**config.mk**
```make
export PLATFORM = sky130hd
export DESIGN_NAME = msg_char_feeder
export DESIGN_NICKNAME = d
export VERILOG_FILES = /design/src/rtl/msg_char_feeder.sv
export SDC_FILE = /design/constraint.sdc
export NUM_CORES = 1
export LEC_CHECK = 0
export ABC_AREA = 1
export CAP_MARGIN = 5
export CORE_UTILIZATION = 40
export CTS_CLUSTER_DIAMETER = 120
export DETAILED_ROUTE_END_ITERATION = 7
export SLEW_MARGIN = 5
export SYNTH_ARGS = -nofsm -noshare
export SYNTH_HDL_FRONTEND = slang
export SYNTH_SLANG_ARGS = --single-unit
```
**constraint.sdc**
```tcl
create_clock -name cclk -period 4.8 [get_ports cclk]
set_input_delay 0.48 -clock cclk [delete_from_list [all_inputs] [get_ports cclk]]
set_output_delay 0.48 -clock cclk [all_outputs]
set_load 0.02 [all_outputs]
```
**src/rtl/msg_char_feeder.sv**
```systemverilog
// Buffers keyboard characters in a circular FIFO and feeds them one at a time to a CharSender.
// Optional inter-character idle gap is compiled in with FEEDER_CHAR_GAP_EN.
module msg_char_feeder #(
    parameter int unsigned DEPTH      = 16,
    parameter int unsigned GAP_CYCLES = 8
) (
    input  logic                     cclk,
    input  logic                     rstb,
    input  logic                     wr_en,
    input  logic [7:0]               wr_char,
    input  logic                     start,
    input  logic                     done_reading,
    output logic                     send_ena,
    output logic [7:0]               char,
    output logic                     full,
    output logic                     empty,
    output logic [$clog2(DEPTH):0]   count,
    output logic                     busy,
    output logic                     msg_done
);

    localparam int unsigned AW = $clog2(DEPTH);
    localparam int unsigned CW = AW + 1;

    if (DEPTH < 2 || DEPTH > 256 || (DEPTH & (DEPTH - 1)) != 0 ||
        GAP_CYCLES < 1 || GAP_CYCLES > 255) begin : g_param_check
        $error("msg_char_feeder: DEPTH or GAP_CYCLES out of range");
    end

`ifdef FEEDER_CHAR_GAP_EN
    typedef enum logic [1:0] {StIdle, StLoad, StSend, StGap} state_e;
    logic [7:0] gap_q, gap_d;
`else
    typedef enum logic [1:0] {StIdle, StLoad, StSend} state_e;
`endif

    state_e          state_q, state_d;
    logic [7:0]      mem_q [DEPTH];
    logic [AW-1:0]   wr_ptr_q, rd_ptr_q;
    logic [CW-1:0]   count_q, count_d;
    logic [7:0]      char_q, char_d;
    logic            send_ena_q, send_ena_d;
    logic            msg_done_q, msg_done_d;
    logic            push, pop;

    assign full     = (count_q == CW'(DEPTH));
    assign empty    = (count_q == '0);
    assign count    = count_q;
    assign char     = char_q;
    assign send_ena = send_ena_q;
    assign msg_done = msg_done_q;
    assign busy     = (state_q != StIdle);

    // A write against a full FIFO is dropped even if a pop frees a slot on the same edge.
    assign push = wr_en && !full;

    always_comb begin
        state_d    = state_q;
        char_d     = char_q;
        send_ena_d = 1'b0;
        msg_done_d = 1'b0;
        pop        = 1'b0;
`ifdef FEEDER_CHAR_GAP_EN
        gap_d      = gap_q;
`endif
        case (state_q)
            StIdle: begin
                if (start && !empty) begin
                    state_d = StLoad;
                end
            end
            StLoad: begin
                pop     = 1'b1;
                char_d  = mem_q[rd_ptr_q];
                state_d = StSend;
            end
            StSend: begin
                send_ena_d = 1'b1;
                // The consumer only acknowledges a character it has actually seen offered.
                if (send_ena_q && done_reading) begin
                    send_ena_d = 1'b0;
                    if (count_q == '0) begin
                        state_d    = StIdle;
                        msg_done_d = 1'b1;
                    end else begin
`ifdef FEEDER_CHAR_GAP_EN
                        state_d = StGap;
                        gap_d   = 8'(GAP_CYCLES - 1);
`else
                        state_d = StLoad;
`endif
                    end
                end
            end
`ifdef FEEDER_CHAR_GAP_EN
            StGap: begin
                if (gap_q == '0) begin
                    state_d = StLoad;
                end else begin
                    gap_d = gap_q - 8'd1;
                end
            end
`endif
            default: state_d = StIdle;
        endcase
    end

    always_comb begin
        count_d = count_q;
        if (push && !pop) begin
            count_d = count_q + CW'(1);
        end else if (!push && pop) begin
            count_d = count_q - CW'(1);
        end
    end

    always_ff @(posedge cclk or negedge rstb) begin
        if (!rstb) begin
            state_q    <= StIdle;
            wr_ptr_q   <= '0;
            rd_ptr_q   <= '0;
            count_q    <= '0;
            char_q     <= 8'h00;
            send_ena_q <= 1'b0;
            msg_done_q <= 1'b0;
`ifdef FEEDER_CHAR_GAP_EN
            gap_q      <= '0;
`endif
        end else begin
            state_q    <= state_d;
            count_q    <= count_d;
            char_q     <= char_d;
            send_ena_q <= send_ena_d;
            msg_done_q <= msg_done_d;
`ifdef FEEDER_CHAR_GAP_EN
            gap_q      <= gap_d;
`endif
            if (push) begin
                wr_ptr_q <= wr_ptr_q + AW'(1);
            end
            if (pop) begin
                rd_ptr_q <= rd_ptr_q + AW'(1);
            end
        end
    end

    // Storage needs no reset: an entry is only read after it has been written.
    always_ff @(posedge cclk) begin
        if (push) begin
            mem_q[wr_ptr_q] <= wr_char;
        end
    end

endmodule

```
==> results.sh <==
export IMPL_ant_nets=0
export IMPL_avgSynthCellArea_um2=11.09
export IMPL_cp_end_kind="register"
export IMPL_cp_arrival_ps=3450
export IMPL_multi_input_area_um2=1712
export IMPL_cts_sinks=153
export IMPL_p_seq_share_pct=37.3
export IMPL_power_density_nw_per_um2=628.6
export IMPL_die_w_um=128.9
export IMPL_cts_made_buffers=17
export IMPL_start_util_pct=40.73
export IMPL_rsz0062_at_grt="no"
export IMPL_dieArea_um2=16630
export IMPL_row_count=46
export IMPL_via_per_inst=5.044
export IMPL_path_clk_slew_ps=60
export IMPL_grt_start_max_net_pins=68
export IMPL_fmax_mhz=322.5
export IMPL_drive_gt1_share_pct=6.270
export IMPL_min_period_over_period_pct=64.59
export IMPL_final_max_slew_violation_count=0
export IMPL_fin_worst_skew_ps=4.457
export IMPL_fillers=1422
export IMPL_synth_top_area_share_pct=59.63
export IMPL_synth_top_cell_by_area="edfxtp_1"
export IMPL_syn_inst=581
export IMPL_fin_area_um2=7535
export IMPL_cts_root_buf="clkbuf_16"
export IMPL_clkPwrFrac_pct=29.5
export IMPL_hold_slack_ps=408.0
export IMPL_dp_slack_ps=1649
export IMPL_finalCriticalPeriod_ps=3100
export IMPL_synthToLayoutAreaGrowth_pct=16.89
export IMPL_rrSetupSlack_ps=1700
export IMPL_grt_use_total_pct=18.42
export IMPL_synth_area_leaders="edfxtp_1, nand2_1, dfrtp_1"
export IMPL_dpl_instance_area_um2=6877
export IMPL_critPathKind="register to register"
export IMPL_grt_pass1_vias=4106
export IMPL_wl_per_cell_um=16.68
export IMPL_antenna_found_initial=1
export IMPL_drt_first_iter_violations=343
export IMPL_yosysUniqueCellTypes=24
export IMPL_ir_drop_mv=0.2859
export IMPL_port_buffer_count=30
export IMPL_maxSlewHeadroom_pct=15.99
export IMPL_clock_latency_ps=420
export IMPL_cap_violations=0
export IMPL_ff_latch_area_um2=4471
export IMPL_gp_congestion=0.8116
export IMPL_synth_top_flop_cell="edfxtp_1"
export IMPL_drt_first_pass_iters=4
export IMPL_hold_viol_final=0
export IMPL_post_route_drc_count=0
export IMPL_totalPowerFinal_uw=4736
export IMPL_num_vias=4227
export IMPL_cts_resized=0
export IMPL_synth_top_cells_by_count="nand2_1, edfxtp_1, nand3_1"
export IMPL_crit_fanout=22
export IMPL_coreArea_um2=15830
export IMPL_ctsLongestPathBuffers=2
export IMPL_tightestPinTransition_ps=1251
export IMPL_final_nets=632
export IMPL_grt_ovfl_total=0
export IMPL_cp_start_kind="register"
export IMPL_setup_viol=0
export IMPL_comb_power_share_pct=33.2
export IMPL_boundaryPins=31
export IMPL_async_flop_share_pct=16.34
export IMPL_cp_required_ps=5140
export IMPL_diodes=0
export IMPL_chipHeight_um=128.9
export IMPL_worst_hold_path_type="input pin to asynchronous set/reset pin"
export IMPL_p_leak_uw=0.002930
export IMPL_synth_warnings=0
export IMPL_htree_levels=4
export IMPL_setup_ws_ps=1700
export IMPL_ys_seq_area_share_pct=69.33
export IMPL_grt_first_pass_wirelength_um=22100
export IMPL_dp_hpwl_um=8693
export IMPL_ctsHoldBuffers=0
export IMPL_intPower_uw=3025
export IMPL_routed_wirelength_um=13980
export IMPL_ys_ff_latch=153
export IMPL_swShare_pct=36.13
export IMPL_fin_tns_setup_ps=0
export IMPL_p_sw_uw=1711
export IMPL_status="completed"
export IMPL_synth_nets=604
export IMPL_cts_tree="built"
export IMPL_synth_edff_count=128
export IMPL_post_synth_top_count_cell="nand2_1"
export IMPL_post_cts_repair_setup_buffers=0
export IMPL_synth_area_um2=6446
-- worst paths after layout --
check | depth (start not counted) | endpoint | from
worst max-delay path | 13 | count[4] | count[0]
worst min-delay path | 1 | msg_done | rstb
worst max register to register | 13 | count[4] | count[0]
worst min register to register | 2 | char[2] | char[2]
max in group asynchronous | 2 | rd_ptr_q[0] | rstb
min in group cclk | 2 | char[2] | char[2]
-- through the flow --
stage                     std cells  util (%)
after floorplan                 581         -
after global placement          804     43.45
after detailed placement        804     43.45
after CTS                       836     47.38
after global routing            838     47.60
final                           838     47.60
-- registers in the layout, summed over array words and instances, names as in the netlist --
name / cells
wr_ptr_q: 4
msg_done: 1
count: 5
mem_q: 128
rd_ptr_q: 4
state_q: 2
char: 8
send_ena: 1
-- layer usage --
layer	vias to the layer above	GRT usage, %	wire length [µm]
li1	2035	-	-
met1	2041	24.25	6192
met5	-	0	0
met4	0	7.059	291
met3	24	5.198	785
met2	127	29.00	6705
-- layout by cell type, fill, tap and decap left out, drive strengths merged, types with 9 or more instances in the layout --
master         Yosys  routed
nand2            227     227
edfxtp           128     128
nand3             99      99
clkdlybuf4s50      0      30
dfrtp             25      25
inv               22      25
clkbuf             4      18
nor3              16      16
ha                 9       9
clkinv             3       9
-- worst max-delay path, cell delays in order, from the launching register on --
cell,delay [ps]
dfrtp_1,450
nor4_1,390
nand2_1,130
nand2_1,560
inv_1,210
ha_1,280
inv_1,140
ha_1,270
nand2_1,90
nand2_1,60
a21oi_1,150
xor2_1,160
nand2_1,60
o21ai_0,60
-- power groups by stage --
stage	clock, µW	combinational, µW	sequential [µW]
floorplan	0	1070	1810
global placement	0	1550	1790
detailed placement	0	1570	1790
CTS	1420	1570	1770
global route	1470	1770	1790
finish	1400	1570	1770
-- cell type report --
cell class,instances,area share (%)
clock buffers,17,5.646
clock inverters,15,2.624
inverters,25,1.245
multi-input cells,376,22.72
flip-flops and latches,153,59.33
well taps,216,3.587
repair buffers,36,4.849
-- cells by family after synthesis --
logic type               count (synthesis)  synth area share (%)
flip-flops                             153                 69.33
adder cells (fa/ha/maj)                 10                 2.057
AO/OA/AOI/OAI                            8                0.7183
XOR/XNOR                                 8                 1.087
AND/OR/NAND/NOR                        350                 22.69
buffers and inverters                   52                 4.115
Power figures use the tool's default switching activity.
